File: src/rtl/mac_seq.sv
// Dot-product sequencer: clears the MAC, streams len operand pairs from two
// synchronous-read memories into it, then holds the accumulator on a valid/ready port.
module mac_seq #(
   parameter int AW = 8
) (
   input  logic          clk,
   input  logic          rst_n,
   input  logic          start,
   input  logic [AW:0]   len,
   output logic          rd_en,
   output logic [AW-1:0] rd_addr,
   input  logic [7:0]    rd_data_a,
   input  logic [7:0]    rd_data_b,
   output logic [7:0]    mac_in1,
   output logic [7:0]    mac_in2,
   output logic          mac_clr,
   input  logic [25:0]   mac_acc,
   output logic [25:0]   result,
   output logic          result_vld,
   input  logic          result_rdy,
   output logic          busy
);

   typedef enum logic [2:0] {
      IDLE  = 3'd0,
      CLR   = 3'd1,
      FETCH = 3'd2,
      DRAIN = 3'd3,
      DONE  = 3'd4
   } state_t;

   state_t        state_q, state_d;
   logic [AW:0]   len_q, len_d;
   logic [AW-1:0] index_q, index_d;
   logic          dv_q, dv_d;
   logic          last_fetch;

   // Widen index by one bit so it compares against len-1 even when len == 2^AW.
   assign last_fetch = ({1'b0, index_q} == (len_q - (AW+1)'(1)));

   always_ff @(posedge clk or negedge rst_n) begin
      if (!rst_n) begin
         state_q <= IDLE;
         len_q   <= '0;
         index_q <= '0;
         dv_q    <= 1'b0;
      end else begin
         state_q <= state_d;
         len_q   <= len_d;
         index_q <= index_d;
         dv_q    <= dv_d;
      end
   end

   always_comb begin
      state_d    = state_q;
      len_d      = len_q;
      index_d    = index_q;
      rd_en      = 1'b0;
      rd_addr    = '0;
      mac_clr    = 1'b0;
      result     = '0;
      result_vld = 1'b0;

      case (state_q)
         IDLE: begin
            if (start) begin
               len_d   = len;
               index_d = '0;
               state_d = CLR;
            end
         end
         CLR: begin
            mac_clr = 1'b1;
            state_d = (len_q != '0) ? FETCH : DRAIN;
         end
         FETCH: begin
            rd_en   = 1'b1;
            rd_addr = index_q;
            index_d = index_q + AW'(1);
            if (last_fetch) begin
               state_d = DRAIN;
            end
         end
         DRAIN: begin
            state_d = DONE;
         end
         DONE: begin
            // Operands are forced to zero here, so mac_acc cannot move while we wait.
            result_vld = 1'b1;
            result     = mac_acc;
            if (result_rdy) begin
               state_d = IDLE;
            end
         end
         default: begin
            state_d = IDLE;
         end
      endcase

      dv_d = rd_en;
   end

   assign mac_in1 = dv_q ? rd_data_a : 8'd0;
   assign mac_in2 = dv_q ? rd_data_b : 8'd0;
   assign busy    = (state_q != IDLE);

endmodule

File: config.mk
export PLATFORM = sky130hd
export DESIGN_NAME = mac_seq
export DESIGN_NICKNAME = d
export VERILOG_FILES = /design/src/rtl/mac_seq.sv
export SDC_FILE = /design/constraint.sdc
export NUM_CORES = 1
export LEC_CHECK = 0
export CORE_AREA = 2 2 70 72
export DETAILED_ROUTE_END_ITERATION = 8
export DIE_AREA = 0 0 72 74
export HOLD_SLACK_MARGIN = 0.08
export PLACE_DENSITY = 0.79
export SYNTH_ARGS = -nofsm -noshare
export SYNTH_HDL_FRONTEND = slang
export SYNTH_SLANG_ARGS = --single-unit
File: constraint.sdc
create_clock -name clk -period 2.2 [get_ports clk]
set_input_delay 0.66 -clock clk [delete_from_list [all_inputs] [get_ports clk]]
set_output_delay 0.66 -clock clk [all_outputs]
set_load 0.01 [all_outputs]
==> flow_summary.ini, run 1 <==
[yosys]
synth_cell_types = 39
syn_nets = 246
mappedNetlistArea_mm2 = 0.001583
synth_top_area_share_pct = 33.20
netlist_instances = 188
async_flop_share_pct = 100.0
synth_edf_count = 0
synth_seq_area_share_pct = 33.20
synth_area_leaders = dfrtp_1 (33%), and2_1 (20%), mux2_2 (4.3%)
synthFlopType = dfrtp_1
yosysWarnings = 0
ys_seq_elements = 21
synth_top_area_cell = dfrtp_1
avgSynthCellArea_um2 = 8.419

[worst_setup_path]
critPathMaxStageDelay_ns = 0.41
startpoint = state_q[1]
cp.depth = 7
crit_path_frequent_cell = buf_6
start_kind = flop
end_kind = primary output
required_ns = 1.54
crit_family = buffers and inverters
cp_slowest_cell = dfrtp_1
critPathBufInv = 5
r2r_start = len_q[0]
r2r_end = state_q[0]
path_cells = buf_6 > nor3b_4 > buf_6 > buf_6 > buf_6 > and2_4 > buf_6
rrSetupSlack_ns = 0.31
r2r_cells = 7
crit_fanout = 6
crit_type = flop to primary output
worstPathArrival_ns = 1.62

[layout]
diodes = 0
fillers = 391
final_common_cell = clkdlybuf4s50_1
final_cells = 376
utilization_pct = 66.50
stdcell_area_mm2 = 0.003058
drive_gt1_share_pct = 33.23
num-nets-final = 381
mostFrequentLayoutCells = clkdlybuf4s50_1 (54), buf_6 (39), and2_1 (27)
synthToLayoutAreaGrowth_pct = 93.20

[worst_hold_path]
holdPathEnd = index_q[7]
hp-class = flop to flop
holdPathStages = 1
hp-start = index_q[7]

[detailed_routing]
dr.pass1.iters = 4
drt_wl_total_um = 5274
ant_nets = 0
wl_per_cell_um = 14.03
via_per_inst = 4.859
route.detailed.drc = 0
drt-initial-drc-count = 59
vias = 1827

[power_and_ir_drop]
powerDensity_mw_per_mm2 = 960.9
leakagePower_nw = 1.459
peakVddDrop_uv = 581.1

[sta]
max_slew_margin_pct = 64.01
rsz0062_at_grt = yes
fin_skew_ns = 0.006803
timing.final.crit_share_pct = 103.5
worst_slew_pin_slew_ns = 0.5387
fmax_mhz = 439.3
finalHoldViolations = 0
slew_viol_final = 0
setup_viol = 14
layout_setup_ws_ns = -0.07630
finalCriticalPeriod_ns = 2.276

[placed_design]
dpl_worst_slack_ns = -0.2550
port_buffers = 108
post-place-cells = 356
placed_area_mm2 = 0.002810
place.gp.congestion = 0.7840
hpwl_um = 3815

[grt]
antenna_found_initial = 0
grt_pass1_wl_um = 7859
grt_max_degree = 22
grt_usage_pct = 18.35
grt-ovfl-total = 0
first_global_vias = 1717

[clocking]
h-tree-depth = 1
clkTransAtPathRegs_ns = 0.08
cts_buffer_depth = 2
clkLatencyLatePin_ns = 0.26
clkSinkCount = 21
numCtsBuffers = 3
cts_tree = built
cts-root-buf = clkbuf_8
cts_hold_buf = 0

[floorplan]
io_pins = 109
row_count = 25
die_y_um = 74
die-area_mm2 = 0.005328
coreArea_mm2 = 0.004598
start_util_pct = 34.42
die_w_um = 72

[flow_run]
maxCapViolations = 0

[outcome]
outcome = finished with violations
violations = negative setup slack
[synth_stat cells (2+ instances only)]
master / n
nor2b_1: 2
mux2_2: 6
nor3_1: 5
xor2_1: 5
o21ai_0: 7
a21oi_1: 2
or3_1: 3
ha_1: 3
nand3_1: 2
o21ai_1: 13
buf_2: 4
a31oi_1: 4
nand2_1: 17
inv_1: 4
dfrtp_1: 21
nor4_1: 2
xnor2_1: 5
nand4_1: 3
clkbuf_1: 4
and2_1: 50
and3_1: 4
nor2_1: 4
inv_2: 2
[metrics by stage]
stage / setup TNS (ns) / total power, mW / hold slack (ns)
2_1_floorplan: 0 / 1.680 / 0.3644
3_3_place_gp: -9.323 / 2.436 / 0.4967
3_5_place_dp: -9.794 / 2.478 / 0.5312
4_1_cts: -1.451 / 2.810 / 0.5409
5_1_grt: -2.076 / 3.171 / 0.5798
6_report: -0.6879 / 2.938 / 0.5487
[flip-flops by register name (all words and copies together) (netlist names)]
name / count
dv_q: 1
len_q: 9
state_q: 3
index_q: 8
[worst register-to-register path, delay by kind of cell, from the launching register on]
kind                     cells  cell delay, ns
AND/OR/NAND/NOR              3            0.86
AO/OA/AOI/OAI                2            0.17
buffers and inverters        1            0.12
flip-flops                   1            0.43
adder cells (fa/ha/maj)      1            0.19
[cell families after synthesis]
| family | Yosys count | synth area share (%) |
|---|---|---|
| adders and majority gates | 3 | 2.372 |
| muxes | 6 | 4.268 |
| xor gates and xnor gates | 10 | 5.533 |
| buffers and inverters | 15 | 4.347 |
| DFF | 21 | 33.20 |
| AOI/OAI and AO/OA | 30 | 10.43 |
| and+or+nand+nor | 103 | 39.84 |
[repair_timing]
action / in CTS / in global routing
pin swaps: 11 / 12
setup endpoints to repair: 54 / 37
gates resized for setup: 185 / 52
gates cloned: 3 / 0
buffers inserted: 13 / 3
[layout make-up]
type	instances	area, um^2	share of cell area (%)
Clock buffer	3	41.29	1.350
Clock inverter	1	5.005	0.1637
Inverter	6	27.53	0.9002
Multi-Input combinational cell	152	1052	34.41
Sequential cell	21	525.5	17.18
Tap cell	54	67.56	2.209
Timing Repair Buffer	139	1339	43.78
[power by group]
part / leakage [nW] / switching [mW] / internal, mW / total, mW
clock: 0.0255 / 0.126 / 0.126 / 0.252
sequential: 0.268 / 0.209 / 0.530 / 0.739
combinational: 1.17 / 0.841 / 1.11 / 1.95
[worst max path at each step]
| stage | to | slack (ns) |
|---|---|---|
| floorplan | rd_addr[0] | 0.14 |
| global placement | result[15] | -0.26 |
| detailed placement | result[10] | -0.26 |
| CTS | result[19] | -0.16 |
| global route | result[10] | -0.14 |
| finish | result[10] | -0.08 |
[routing by layer]
| layer | GRT usage (%) | share of wire, % |
|---|---|---|
| met5 | 0 | 0 |
| met4 | 5.451 | 1.4 |
| met3 | 1.762 | 7.1 |
| met2 | 31.89 | 53 |
| met1 | 24.43 | 38 |
Note: power is estimated with default switching activity, not from simulation.
==> inputs of run 2 (changes only) <==
CAP_MARGIN = 25   (was not set)
PLACE_DENSITY = not set   (was 0.79)
PLACE_DENSITY_LB_ADDON = 0.3   (was not set)
==> run 2 against run 1 <==
Compared with the run above:
- the run now ends clean
- worst setup slack better by 0.079 ns
- via count down 1.9%
- hold slack worse by 0.031 ns
- global-route usage down 0.28 points
- sequential share of layout area up 1.2 points
- fmax up 3.6%
- largest cell class unchanged
==> flow_summary.ini, run 2 (same netlist as run 1, synthesis figures left out) <==
[power_and_ir_drop]
powerDensity_mw_per_mm2 = 997.7
combPwrFrac_pct = 64.3
p_int_mw = 1.673
p_seq_share_pct = 26.7
power_frac_clock_pct = 8.9
peakVddDrop_uv = 443.0
p_sw_mw = 1.180
leakagePower_nw = 1.387
switching_share_pct = 41.36

[clocking]
cts-root-buf = clkbuf_8
numCtsBuffers = 3
clkTransAtPathRegs_ns = 0.08
clkSinkCount = 21
h-tree-depth = 1
cts_buffer_depth = 2
clkLatencyLatePin_ns = 0.26
cts_hold_buf = 0
cts_tree = built

[worst_setup_path]
start_kind = flop
crit_end = rd_addr[0]
worstPathArrival_ns = 1.54
startpoint = state_q[1]
r2r_start = len_q[0]
rrSetupSlack_ns = 0.17
crit_type = flop to primary output
r2r_cells = 8
end_kind = primary output
r2r_end = state_q[0]
required_ns = 1.54
crit_fanout = 5

[sta]
timing.final.crit_share_pct = 99.88
rsz0062_at_grt = yes
slew_viol_final = 0
finalHoldViolations = 0
finalCriticalPeriod_ns = 2.197
fmax_mhz = 455.1
max_slew_margin_pct = 66.25
worst_slew_pin_slew_ns = 0.5016
setup_viol = 0
fin_skew_ns = 0.005685

[detailed_routing]
via_per_inst = 4.899
drt-initial-drc-count = 89
wl_per_cell_um = 13.03
drt_wl_total_um = 4770
dr.pass1.iters = 6
route.detailed.drc = 0
vias = 1793
ant_nets = 0

[outcome]
outcome = finished, final reports clean

[floorplan]
start_util_pct = 34.42
die-area_mm2 = 0.005328
io_pins = 109
coreArea_mm2 = 0.004598
die_w_um = 72
row_count = 25
die_y_um = 74

[grt]
grt_pass1_wl_um = 7748
grt-ovfl-total = 0
first_global_vias = 1783
grt_max_degree = 22
antenna_found_initial = 0
grt_usage_pct = 18.07

[flow_run]
maxCapViolations = 0

[placed_design]
placed_area_mm2 = 0.002815
hpwl_um = 3578
place.gp.congestion = 0.7717
port_buffers = 108

[layout]
stdcell_area_mm2 = 0.002859
largest_reg_flops = 9
reg_top3 = len_q x9, index_q x8, state_q x3
mostFrequentLayoutCells = clkdlybuf4s50_1 (54), and2_1 (40), buf_2 (24)
diodes = 0
synthToLayoutAreaGrowth_pct = 80.63
final_common_cell = clkdlybuf4s50_1
drive_gt1_share_pct = 27.24
num-nets-final = 371
largest_register = len_q
utilization_pct = 62.18

[worst_hold_path]
hp-class = flop to flop
-- run 2: cell count changes in the layout (fill, tap and decap cells not counted), sizes merged --
| cell | previous run | this run |
|---|---|---|
| clkdlybuf4s15 | 4 | 1 |
| clkinv | 2 | 1 |
| buf | 65 | 56 |
| inv | 5 | 6 |
| clkbuf | 3 | 4 |
| dlygate4sd2 | 16 | 17 |
-- run 2: how the worst min path moves through the flow --
stage / end / slack, ns / from / cells after the start
after CTS: index_q[7] / 0.54 / index_q[7] / 1
after global routing: index_q[7] / 0.55 / index_q[7] / 1
after floorplan: dv_q / 0.36 / rst_n / 0
after detailed placement: index_q[7] / 0.52 / index_q[7] / 1
final: index_q[7] / 0.52 / index_q[7] / 1
after global placement: index_q[7] / 0.50 / index_q[7] / 1
-- run 2: through the flow --
stage	setup WS, ns	total power, mW	hold WS [ns]	TNS [ns]	instances
after floorplan	0.1409	1.680	0.3644	0	188
after global placement	-0.2369	2.455	0.5046	-9.517	355
after detailed placement	-0.2602	2.493	0.5237	-10.02	355
after CTS	0.004846	2.767	0.5352	0	365
after global routing	-0.06998	3.082	0.5538	-0.7945	366
final	0.002566	2.853	0.5173	0	366
-- run 2: area by class of cell --
class                      count  area, um^2
inverter                       6       30.03
timing repair buffer         129        1170
multi-input combinational    152        1020
clock inverter                 1       5.005
clock buffer                   3       41.29
sequential                    21       525.5
tap                           54       67.56
fill                         437        1739
-- run 2: repair_timing --
action / in CTS / in global routing
gates resized for setup: 168 / 25
buffers inserted: 5 / 2
pin swaps: 2 / 3
endpoints found under the hold margin: 0 / 0
endpoints found under the setup margin: 54 / 35
cloned: 1 / 1
-- run 2: power by group through the flow --
stage / sequential [mW] / combinational [mW] / clock [mW]
after floorplan: 0.688 / 0.992 / 0
after global placement: 0.750 / 1.71 / 0
after detailed placement: 0.760 / 1.73 / 0
after CTS: 0.757 / 1.75 / 0.256
after global routing: 0.798 / 2.01 / 0.277
final: 0.762 / 1.84 / 0.255
-- run 2: worst max-delay path: stages, from the launching register on --
cell and delay [ns]:
dfrtp_1 0.39, inv_2 0.05, or3_4 0.42, inv_8 0.09
buf_12 0.10, and2_4 0.13, buf_6 0.09
-- run 2: layer usage --
metal  global-route usage, %  vias to the layer above  part of all wire (%)
li1                        -                      886                     -
met1                   21.78                      820                    40
met2                   33.23                       83                    51
met3                   3.659                        4                   8.0
met4                   4.403                        0                  0.73
met5                       0                        -                     0
